===== src/rtl/fetch_pkg.sv =====
// Shared types and constants for the instruction fetch stage.
package fetch_pkg;

    // One queue entry: the fetch address and the instruction word returned for it.
    typedef struct packed {
        logic [31:0] pc;
        logic [31:0] instr;
    } fetch_entry_t;

    typedef enum logic [1:0] {
        RESET,
        RUN,
        DRAIN
    } fetch_state_e;

    localparam logic [31:0] INSTR_ALIGN_MASK = 32'hFFFF_FFFC;

    function automatic logic [31:0] align_pc(input logic [31:0] pc);
        return pc & INSTR_ALIGN_MASK;
    endfunction

endpackage


===== src/rtl/fetch_fifo.sv =====
// Synchronous FIFO of fetch entries with flush, flop-held head and occupancy count.
module fetch_fifo
    import fetch_pkg::*;
#(
    parameter int unsigned DEPTH = 4,
    localparam int unsigned AW = $clog2(DEPTH)
) (
    input  logic         clk,
    input  logic         rst_n,
    input  logic         flush_i,
    input  logic         push_i,
    input  fetch_entry_t push_data_i,
    input  logic         pop_i,
    output fetch_entry_t head_o,
    output logic [AW:0]  count_o
);

    localparam logic [AW:0] FULL = (AW+1)'(DEPTH);

    fetch_entry_t  mem_q [DEPTH];
    logic [AW-1:0] wr_ptr_q, wr_ptr_d;
    logic [AW-1:0] rd_ptr_q, rd_ptr_d;
    logic [AW:0]   count_q, count_d;
    logic          do_push, do_pop;

    assign do_pop  = pop_i && (count_q != '0);
    assign do_push = push_i && ((count_q != FULL) || do_pop);

    // Pointer and occupancy next-state; flush empties the queue and wins over push/pop.
    always_comb begin
        wr_ptr_d = wr_ptr_q;
        rd_ptr_d = rd_ptr_q;
        count_d  = count_q;
        if (flush_i) begin
            wr_ptr_d = '0;
            rd_ptr_d = '0;
            count_d  = '0;
        end else begin
            if (do_push) wr_ptr_d = wr_ptr_q + AW'(1);
            if (do_pop)  rd_ptr_d = rd_ptr_q + AW'(1);
            count_d = count_q + (AW+1)'(do_push) - (AW+1)'(do_pop);
        end
    end

    // Storage and pointer registers; storage is cleared so the head reads zero out of reset.
    always_ff @(posedge clk or negedge rst_n) begin
        if (!rst_n) begin
            wr_ptr_q <= '0;
            rd_ptr_q <= '0;
            count_q  <= '0;
            for (int unsigned i = 0; i < DEPTH; i++) mem_q[i] <= '0;
        end else begin
            wr_ptr_q <= wr_ptr_d;
            rd_ptr_q <= rd_ptr_d;
            count_q  <= count_d;
            if (do_push && !flush_i) mem_q[wr_ptr_q] <= push_data_i;
        end
    end

    assign head_o  = mem_q[rd_ptr_q];
    assign count_o = count_q;

endmodule


===== src/rtl/instr_fetch.sv =====
// Instruction fetch stage: owns the PC, issues imem requests, buffers responses
// in order and hands {instr, instr_pc} to decode. Redirects flush the stage and
// discard in-flight responses. Optional stall counter under INSTR_FETCH_PERF_EN.
module instr_fetch
    import fetch_pkg::*;
#(
    parameter logic [31:0] RESET_PC  = 32'h0000_0000,
    parameter int unsigned BUF_DEPTH = 4
) (
    input  logic        clk,
    input  logic        rst_n,
    output logic        imem_req,
    output logic [31:0] imem_addr,
    input  logic        imem_gnt,
    input  logic        imem_rvalid,
    input  logic [31:0] imem_rdata,
    input  logic        redirect,
    input  logic [31:0] redirect_pc,
    output logic        instr_valid,
    input  logic        instr_ready,
    output logic [31:0] instr,
    output logic [31:0] instr_pc
`ifdef INSTR_FETCH_PERF_EN
    ,
    output logic [31:0] stall_cycles
`endif
);

    localparam int unsigned CW = $clog2(BUF_DEPTH) + 1;
    localparam logic [CW:0] DEPTH_L = (CW+1)'(BUF_DEPTH);

    fetch_state_e  state_q, state_d;
    logic [31:0]   fetch_pc_q, fetch_pc_d;
    logic [CW-1:0] pend_cnt_q, pend_cnt_d;
    logic [CW-1:0] disc_cnt_q, disc_cnt_d;
    logic [CW-1:0] buf_count, tag_count;
    fetch_entry_t  buf_head, tag_head, buf_push_data, tag_push_data;
    logic          grant, discard, buf_push, dec_pop;

    // Space check counts granted-but-unanswered requests so a response always has a slot.
    assign imem_req  = (state_q != RESET)
                     && (({1'b0, buf_count} + {1'b0, pend_cnt_q}) < DEPTH_L)
                     && !redirect;
    assign imem_addr = fetch_pc_q;
    assign grant     = imem_req && imem_gnt;

    // Stale responses: those still owed from before a redirect, or arriving in the redirect cycle.
    assign discard  = imem_rvalid && (redirect || (disc_cnt_q != '0));
    assign buf_push = imem_rvalid && !discard;
    assign dec_pop  = instr_valid && instr_ready;

    assign tag_push_data = '{pc: fetch_pc_q, instr: '0};
    assign buf_push_data = '{pc: tag_head.pc, instr: imem_rdata};

    // PC tags of live requests; the tags of requests made stale by a redirect are dropped with it.
    fetch_fifo #(.DEPTH(BUF_DEPTH)) u_tag_q (
        .clk        (clk),
        .rst_n      (rst_n),
        .flush_i    (redirect),
        .push_i     (grant),
        .push_data_i(tag_push_data),
        .pop_i      (buf_push),
        .head_o     (tag_head),
        .count_o    (tag_count)
    );

    fetch_fifo #(.DEPTH(BUF_DEPTH)) u_instr_q (
        .clk        (clk),
        .rst_n      (rst_n),
        .flush_i    (redirect),
        .push_i     (buf_push),
        .push_data_i(buf_push_data),
        .pop_i      (dec_pop),
        .head_o     (buf_head),
        .count_o    (buf_count)
    );

    assign instr_valid = (buf_count != '0);
    assign instr       = buf_head.instr;
    assign instr_pc    = buf_head.pc;

    // Next PC, outstanding/discard bookkeeping and FSM transitions.
    always_comb begin
        fetch_pc_d = fetch_pc_q;
        disc_cnt_d = disc_cnt_q;
        state_d    = state_q;
        pend_cnt_d = pend_cnt_q + CW'(grant) - CW'(imem_rvalid);
        if (grant) fetch_pc_d = fetch_pc_q + 32'd4;
        if (redirect) begin
            fetch_pc_d = align_pc(redirect_pc);
            disc_cnt_d = pend_cnt_q - CW'(imem_rvalid);
        end else if (imem_rvalid && (disc_cnt_q != '0)) begin
            disc_cnt_d = disc_cnt_q - CW'(1);
        end
        case (state_q)
            RESET:   state_d = RUN;
            RUN:     if (redirect && (disc_cnt_d != '0)) state_d = DRAIN;
            DRAIN:   if (disc_cnt_d == '0) state_d = RUN;
            default: state_d = RESET;
        endcase
    end

    // State registers.
    always_ff @(posedge clk or negedge rst_n) begin
        if (!rst_n) begin
            state_q    <= RESET;
            fetch_pc_q <= align_pc(RESET_PC);
            pend_cnt_q <= '0;
            disc_cnt_q <= '0;
        end else begin
            state_q    <= state_d;
            fetch_pc_q <= fetch_pc_d;
            pend_cnt_q <= pend_cnt_d;
            disc_cnt_q <= disc_cnt_d;
        end
    end

`ifdef INSTR_FETCH_PERF_EN
    logic [31:0] stall_q, stall_d;

    // Saturating count of cycles where decode is ready but has nothing to take.
    always_comb begin
        stall_d = stall_q;
        if (instr_ready && !instr_valid && (state_q != RESET) && (stall_q != '1))
            stall_d = stall_q + 32'd1;
    end

    // Stall counter register.
    always_ff @(posedge clk or negedge rst_n) begin
        if (!rst_n) stall_q <= '0;
        else        stall_q <= stall_d;
    end

    assign stall_cycles = stall_q;
`endif

    logic unused_tag;
    assign unused_tag = ^{tag_head.instr, tag_count, redirect_pc[1:0]};

endmodule


===== config.mk =====
export PLATFORM = sky130hd
export DESIGN_NAME = instr_fetch
export DESIGN_NICKNAME = d
export VERILOG_FILES = /design/src/rtl/fetch_pkg.sv /design/src/rtl/fetch_fifo.sv /design/src/rtl/instr_fetch.sv
export SDC_FILE = /design/constraint.sdc
export NUM_CORES = 1
export LEC_CHECK = 0
export BUFFER_PORTS_ARGS = -buffer_cell sky130_fd_sc_hd__buf_2
export CELL_PAD_IN_SITES_DETAIL_PLACEMENT = 0
export CELL_PAD_IN_SITES_GLOBAL_PLACEMENT = 2
export CORE_ASPECT_RATIO = 1.25
export CORE_MARGIN = 3
export CORE_UTILIZATION = 35
export DETAILED_ROUTE_END_ITERATION = 7
export PLACE_DENSITY = 0.75
export SLEW_MARGIN = 20
export SYNTH_ARGS = -nofsm -noshare
export SYNTH_HDL_FRONTEND = slang
export SYNTH_SLANG_ARGS = --single-unit

===== constraint.sdc =====
create_clock -name clk -period 6.7 [get_ports clk]
set_clock_uncertainty 0.05 [all_clocks]
set_input_delay 1.34 -clock clk [delete_from_list [all_inputs] [get_ports clk]]
set_output_delay 1.34 -clock clk [all_outputs]
set_load 0.01 [all_outputs]

After elaboration in Yosys (flattened, before gate mapping)
Index checks and enable logic that the tools add are counted.
- register bits: 566
- input bits: 70
- output and inout port bits: 98
- logic and storage cells: 120
- $add $sub $neg: 14
- $lt $le $gt $ge: 7
- equal/unequal tests: 6
- mux-type cells: 29
- bitwise logic cells: 4
- reduce and logical (&&, ||, !) cells: 34
- operators with widths (kind ; count):
    256-bit bitwise mux ; 2
    64-bit 2-to-1 mux ; 6
    64-bit binary-select mux with 2-bit select ; 2
    64-bit demux with 2-bit select ; 2
    32-bit 2-to-1 mux ; 2
    32-bit by 3-bit adder with 32-bit output, second input constant ; 1
    2-bit 2-to-1 mux ; 10
    1-bit logical AND ; 16
    3-bit >= comparator, second input constant ; 4
    3-bit 2-to-1 mux ; 4
    2-bit NOT with 3-bit output ; 4
    2-bit nonzero test ; 6
    3-bit nonzero test ; 4
    3-bit by 1-bit subtractor with 3-bit output ; 4
    3-bit by 1-bit adder with 3-bit output ; 3
    2-bit by 1-bit adder with 2-bit output, second input constant ; 4
    3-bit by 1-bit less-than comparator with 1-bit output, second input constant ; 2
    3-bit != test, second input constant ; 2
    2-bit one-hot mux with 3 select lines ; 1
    3-bit by 3-bit adder with 4-bit output ; 1
    4-bit by 3-bit less-than comparator with 1-bit output, second input constant ; 1
    2-bit != test, second input constant ; 2
    3-bit logical NOT ; 1
    1-bit logical OR ; 3
    other kinds (6) ; 7

Logic depth before layout (Yosys ltp)
Gate-level depths: netlist (run 1).
- word-level depth: 11
- gate-level depth with buffers: 12
- depth with buffers taken out: 11

By module
Synthesis (run 1) repeated with hierarchy kept, for this count alone.
- cells, all modules: 1592
- area total of the unflattened synthesis: 26648.1 um2
- by module, submodules not included (module ; times used ; cells each ; area each (um2) ; seq. area each (um2)):
    fetch_fifo (u_instr_q) ; 1 ; 661 ; 12206.7 ; 6581.3
    fetch_fifo (u_tag_q) ; 1 ; 661 ; 12074.1 ; 6581.3
    instr_fetch ; 1 ; 270 ; 2367.3 ; 950.9

Worst setup path before layout (run 1)
OpenSTA, ideal clock, no wires.
- path kind: input to register
- start point: input port redirect
- end point: register pend_cnt_q[2]
- setup time: 0.123 ns
- arrival: 3.482 ns
- required time: 6.527 ns
- setup slack: 3.046 ns
- stages: 12
- buffers on the path: 4
- cells stage by stage: buf_6 nor4_4 o2111a_1 buf_4 inv_2 clkbuf_1 buf_1 ha_1 inv_1 ha_1 fa_1 xnor2_1
- cells in the longest elaborated chain, start to end: 5
- RTL lines (what ; RTL line ; RTL):
    from (decl) ; instr_fetch.sv:17 ; input logic redirect,
    1-bit logical NOT ; instr_fetch.sv:43 ; && !redirect;
    1-bit logical AND ; instr_fetch.sv:43 ;
    1-bit logical AND ; instr_fetch.sv:45 ; assign grant = imem_req && imem_gnt;
    3-bit by 1-bit adder with 3-bit output ; instr_fetch.sv:87 ; pend_cnt_d = pend_cnt_q + CW'(grant) - CW'(imem_rvalid);
    3-bit by 1-bit subtractor with 3-bit output ; instr_fetch.sv:87 ;
    via pend_cnt_d[2] ; instr_fetch.sv:34 ; logic [CW-1:0] pend_cnt_q, pend_cnt_d;
    to (signal assigned) ; instr_fetch.sv:113 ; pend_cnt_q <= pend_cnt_d;
    to (decl) ; instr_fetch.sv:34 ;
The timed path passes the listed nets, and every way through them passes these cells.
A chain may end at the register's enable or synchronous reset.

Final worst setup path (run 1)
- start point: register u_instr_q.rd_ptr_q[1]
- end point: output port instr_pc[20]
- cells in the longest elaborated chain, start to end: 4
- RTL lines (what ; RTL line ; RTL):
    from (decl) ; fetch_fifo.sv:22 ; logic [AW-1:0] rd_ptr_q, rd_ptr_d;
    from (signal assigned) ; fetch_fifo.sv:54 ; rd_ptr_q <= rd_ptr_d;
    2-bit NOT with 3-bit output (implied by the code) ; fetch_fifo.sv:60 ; assign head_o = mem_q[rd_ptr_q];
    64-bit binary-select mux with 2-bit select ; fetch_fifo.sv:60 ;
    64-bit 2-to-1 mux (implied by the code) (2 in series) ; fetch_fifo.sv:60 ;
    to (decl) ; instr_fetch.sv:22 ; output logic [31:0] instr_pc
Every way passes these cells. The select of a mux whose other input is x is not followed.

==> impl_results.md, run 1 <==
- Status: complete, no violations
- Max-slew violations: 0
- Post-CTS sizing: 0
- Reg-to-Reg Start: pend_cnt_q[2]
- Cell family with most CP delay: buffers and inverters
- Max stage delay on crit path: 0.72 ns
- Sequential area share after synthesis: 0.544
- Routability congestion estimate: 0.767
- Pwr Total: 7930 uW
- Met3 usage: 0.0257
- Initial antenna violation count: 0
- Worst Setup End Kind: primary output
- Die Width: 216 um
- DR iter-0 viols: 460
- Fmax: 246 MHz
- Diode count: 0
- Post-Place Worst Slack: 2.25 ns
- DRT antenna net count: 0
- Leading area contributor after synthesis: dfrtp_1
- Initial Utilization: 0.356
- RSZ-0062 raised after global routing: false
- Max_cap viols: 0
- Clock buffer count from CTS: 44
- GR peak layer: met2
- Layout cells sized above 1: 0.489
- EDFF count, synth: 0
- Syn Inst Count: 1252
- Wire per inst: 20.2 um
- Synth cell types: 61
- Area added between synthesis and finish: 15.0%
- Clk slew on worst S/H paths: 0.06 ns
- I/O pins: 168
- Vias/cell: 5.11
- Tcrit/Tclk final: 0.608
- Fin crit period: 4.07 ns
- Cell area after synthesis: 19300 um^2
- Worst setup path class: flop to primary output
- DPL Wire Length: 27100 um
- CTS tree: built
- Crit-path max FO: 49
- Worst hold slack: 0.438 ns
- Async set-reset flop share out of synthesis: 1.00
- Max Root-Sink Buffers: 3
- Slew headroom: 0.302
- Final Hold Violating Endpoints: 0
- Crit path buffers/inverters: 2
- Worst hold start: u_tag_q.mem_q[114]
- Residual DRC count: 0
- CP max stage cell: buf_4
- Filler cell count: 5031
- Vias: 11000
- CP Data Required Time: 5.31 ns
- Die H: 269 um
- Worst-Skew Late Latency: 0.56 ns
- Total die area: 58000 um^2
- Grt total ovfl: 0
- WL final: 43400 um
- Synth warn: 0
- Nets@finish: 1485
- Leak: 0.0109 uW
- Global-route usage over all layers: 0.150
- First-pass GRT wire length: 68700 um
- Worst min path class: flop to flop
- CORE AREA: 54200 um^2
- Clock sinks: 420
- Dpl cell area: 20800 um^2
- M1 GR Usage: 0.199
- H-tree depth: 2
- Slew @ Worst Pin: 1.05 ns
- Final worst-path setup slack: 2.63 ns
- CP Launch Type: flop
- Post-synth top area share: 0.544
- Critical-path cell list: buf_4 > mux4_2 > buf_2
- Initial DRT Pass Iterations: 4
- Setup TNS: 0 ns
- Synth area leaders: dfrtp_1 (54%), mux2_2 (16%), mux4_2 (11%)
- Final setup fails: 0
- Maximum vdd drop: 0.164 mV
- M2 GR Usage: 0.256
- Pwr dens: 357 nW/um^2
- Port Buffers: 161
- Largest net degree at the start of global routing: 141
- Top FF cell, synth: dfrtp_1
- Hold-fix buffers, CTS: 0
- Core Rows: 95
- Vias in the first global route: 11700
- Worst Setup SP: u_instr_q.rd_ptr_q[1]
- Post-Syn Area per Cell: 15.4 um^2
- Postcts setup bufs: 0
- Seq cells post-synth: 420
- Post-route cell area: 22200 um^2
- Root buf cell: clkbuf_16
- Crit path arrival time: 2.68 ns
[metal layers]
layer,vias up,wire length (um)
met3,57,1590
met1,5853,19600
met4,0,910
li1,4885,-
met5,-,0
met2,183,21300
[worst paths after layout]
path	slack, ns	to	cells past startpoint
max reg2reg	3.25	u_tag_q.mem_q[251]	8
min	0.44	u_tag_q.mem_q[114]	1
min reg2reg	0.44	u_tag_q.mem_q[114]	1
min in group asynchronous	0.72	u_instr_q.mem_q[138]	1
max	2.63	instr_pc[20]	3
max in group asynchronous	4.38	u_instr_q.mem_q[219]	2
[power breakdown]
part           internal [uW]  switching, uW  total (uW)
clock                   1430           1020        2450
sequential              3020            359        3370
combinational           1160            938        2100
[cells in the final DEF, fill, tap and decap left out, types with 3 or more instances in the layout]
master and count:
a21oi_1 5, a221o_1 5, a22oi_1 3, and2_1 3
and3_1 7, and4_1 4, buf_2 160, buf_4 16
bufinv_16 4, clkbuf_1 3, clkbuf_16 45, clkbuf_8 5
clkinv_2 13, clkinv_4 4, conb_1 4, dfrtp_1 416
dfrtp_2 3, fa_1 3, ha_1 21, inv_1 23
mux2_1 35, mux2_2 276, mux2_4 60, mux2i_1 6
mux4_2 92, nand2_1 42, nand2_4 8, nand3_1 16
nand4_1 8, nor2_1 28, nor2b_1 3, nor3_1 8
o211ai_1 7, o21ai_0 17, o311ai_0 5, or3_1 4
xnor2_1 10, xor2_1 10
[logic make-up after synthesis]
kind of cell,count (synthesis),synth area share
compound gates,60,0.0229
xor+xnor,20,0.00907
fa+ha+maj,24,0.0167
buf+inv,112,0.0284
flops,420,0.544
mux,469,0.338
other cells,1,0.000194
simple gates,146,0.0398
[synth_stat cells, drive strengths merged, types with 4 or more instances]
cell type / instances
mux2: 371
dfrtp: 420
o211ai: 7
o21ai: 17
xnor2: 10
buf: 39
inv: 24
nand4: 9
and3: 7
a21oi: 5
mux4: 92
ha: 21
nand3: 16
a221o: 5
or3: 4
nand2: 50
and2: 4
nor3: 8
nor2: 28
o311ai: 5
clkbuf: 49
mux2i: 6
xor2: 10
and4: 4
[metrics by stage]
step / util / cells
CTS: 0.410 / 2147
finish: 0.410 / 2147
detailed placement: 0.383 / 2072
global placement: 0.383 / 2072
floorplan: - / 1255
global route: 0.410 / 2147
[sequential cells by signal, summed over array words and instances, names as in the netlist]
name                count
u_instr_q.mem_q       248
u_tag_q.mem_q         120
imem_addr              30
disc_cnt_q              3
pend_cnt_q              3
u_instr_q.count_o       3
u_tag_q.count_o         3
state_q                 2
u_instr_q.rd_ptr_q      2
u_instr_q.wr_ptr_q      2
u_tag_q.rd_ptr_q        2
u_tag_q.wr_ptr_q        2
[final cells by class]
type,count,area [um^2],area share
timing repair buffer,178,956,0.0431
clock inverter,22,228,0.0103
sequential,420,10500,0.474
multi-input combinational,723,8290,0.373
inverter,24,90.1,0.00406
tap,727,910,0.0410
clock buffer,53,1210,0.0543
No activity file was read; power rests on OpenSTA's default activity.
==> inputs of run 2 (changes only) <==
--- a/config.mk
+++ b/config.mk
@@ -12,7 +12,7 @@
 export CORE_MARGIN = 3
 export CORE_UTILIZATION = 35
 export DETAILED_ROUTE_END_ITERATION = 7
-export PLACE_DENSITY = 0.75
+export PLACE_DENSITY = 0.78
 export SLEW_MARGIN = 20
 export SYNTH_ARGS = -nofsm -noshare
 export SYNTH_HDL_FRONTEND = slang
==> constraint.sdc (replaced) <==
create_clock -name clk -period 3.48 [get_ports clk]
set_clock_uncertainty 0.05 [all_clocks]
set_input_delay 0.696 -clock clk [delete_from_list [all_inputs] [get_ports clk]]
set_output_delay 0.696 -clock clk [all_outputs]
set_load 0.01 [all_outputs]
==> run 2 against run 1 <==
Register-to-register slack got worse by 2.7 ns. Routed wire length up 0.66%. Final cell count is 1.3% higher. Global-route usage rose by 0.39 points. Non-clock buffer count is 20 higher. Worst hold slack got worse by 0.33 ns. Sequential power rose by 92%. Core utilization increased by 0.70 points. Critical endpoint is now u_tag_q.mem_q[187]. Largest cell class unchanged. Largest power group unchanged.
==> impl_results.md, run 2 (synthesis gave the netlist of run 1 again) <==
- Status: complete, no violations
- Fmax: 339 MHz
- CORE AREA: 54200 um^2
- Sequential share of power: 0.418
- Post-CTS sizing: 0
- Max-slew violations: 0
- Initial Utilization: 0.356
- DPL Wire Length: 28800 um
- Hold-fix buffers, CTS: 0
- Slew @ Worst Pin: 1.01 ns
- Slew headroom: 0.326
- Final Hold Violating Endpoints: 0
- Fin crit period: 2.95 ns
- Area added between synthesis and finish: 16.9%
- RSZ-0062 raised after global routing: false
- Filler cell count: 5050
- Routability congestion estimate: 0.791
- Most frequent cells in the layout: dfrtp_1 (417), mux2_2 (276), buf_2 (160)
- Nets@finish: 1506
- Worst Reg-to-Reg Cells: 7
- Reg2reg setup slack: 0.53 ns
- Crit-path max FO: 30
- Worst-Skew Late Latency: 0.56 ns
- Max reg flops: 248
- Biggest register: u_instr_q.mem_q
- CTS tree: built
- Met3 wire len: 1770 um
- Postcts setup bufs: 0
- Switch Pwr: 4470 uW
- Clock buffer count from CTS: 45
- DRT antenna net count: 0
- Leak: 0.0111 uW
- Tcrit/Tclk final: 0.847
- Met1 WL: 19300 um
- Core Rows: 95
- Worst Setup End Kind: flop
- CP Data Required Time: 3.87 ns
- Initial antenna violation count: 0
- Global-route usage over all layers: 0.153
- First-pass GRT wire length: 70700 um
- Die H: 269 um
- Reg-to-Reg End: u_tag_q.mem_q[187]
- DR iter-0 viols: 504
- Pwr dens: 685 nW/um^2
- Layout cells sized above 1: 0.493
- Clock network power share: 0.315
- Vias: 11000
- Clock sinks: 420
- Wire per inst: 20.1 um
- Max Root-Sink Buffers: 3
- Max_cap viols: 0
- Residual DRC count: 0
- Post-route cell area: 22600 um^2
- WL final: 43600 um
- Clk slew on worst S/H paths: 0.06 ns
- Diode count: 0
- Port Buffers: 161
- Initial DRT Pass Iterations: 4
- FF+latch area: 10500 um^2
- Met2 wire len: 21900 um
- Multi-input gate area: 8290 um^2
- Largest net degree at the start of global routing: 94
- DR top layer: met4
- Setup TNS: 0 ns
- Crit path arrival time: 3.34 ns
- Die Width: 216 um
- Vias in the first global route: 12200
- Worst setup path class: flop to flop
- Commonest non-fill, non-tap cell in the layout: dfrtp_1
- Pwr Total: 15500 uW
- H-tree depth: 2
- Reg-to-Reg Start: pend_cnt_q[2]
- Pint: 11000 uW
- Sw frac: 0.289
- Vias/cell: 5.06
- Worst min path class: input pin to asynchronous set/reset pin
- Worst hold slack: 0.104 ns
- Worst Setup SP: pend_cnt_q[2]
- Total die area: 58000 um^2
- Maximum vdd drop: 0.338 mV
- Grt total ovfl: 0
- Dpl cell area: 21100 um^2
- Final setup fails: 0
- Comb pwr share: 0.268
- Root buf cell: clkbuf_16
- I/O pins: 168
- CP Launch Type: flop
-- run 2: worst max-delay path by stage --
stage,slack (ns),to,cells past startpoint
2_1_floorplan,0.47,pend_cnt_q[2],12
3_3_place_gp,0.49,u_tag_q.mem_q[188],7
3_5_place_dp,0.44,u_tag_q.mem_q[188],7
4_1_cts,0.45,instr_pc[25],3
5_1_grt,0.40,u_tag_q.mem_q[190],7
6_report,0.53,u_tag_q.mem_q[187],7
-- run 2: routing by layer --
metal,up-vias,track usage
li1,4925,-
met1,5822,0.203
met2,213,0.266
met3,43,0.0256
met4,0,0.0360
met5,-,0
-- run 2: worst max-delay path, cell delays in order, from the launching register on --
cell      delay [ns]
dfrtp_1         0.42
ha_1            0.35
nor4_4          0.30
o2111a_1        0.27
inv_2           0.08
a31oi_4         0.39
nand2_4         0.46
mux2_4          0.45
-- run 2: cell type report --
cell class | count | area share
Multi-Input combinational cell | 723 | 0.367
Tap cell | 727 | 0.0403
Clock inverter | 12 | 0.00549
Inverter | 24 | 0.00399
Timing Repair Buffer | 198 | 0.0556
Clock buffer | 70 | 0.0617
Sequential cell | 420 | 0.466
-- run 2: power by group through the flow --
stage / logic, uW / registers (uW) / clock network [uW]
after global placement: 4140 / 6470 / 0
after global routing: 4530 / 6590 / 5250
after detailed placement: 4240 / 6540 / 0
after CTS: 4240 / 6470 / 5050
after floorplan: 3000 / 6270 / 0
final: 4140 / 6460 / 4860
-- run 2: stage by stage --
step | utilization | setup WS, ns | cells
detailed placement | 0.389 | 0.435 | 2092
CTS | 0.417 | 0.452 | 2174
global route | 0.417 | 0.398 | 2174
floorplan | - | 0.470 | 1255
finish | 0.417 | 0.532 | 2174
global placement | 0.389 | 0.493 | 2092
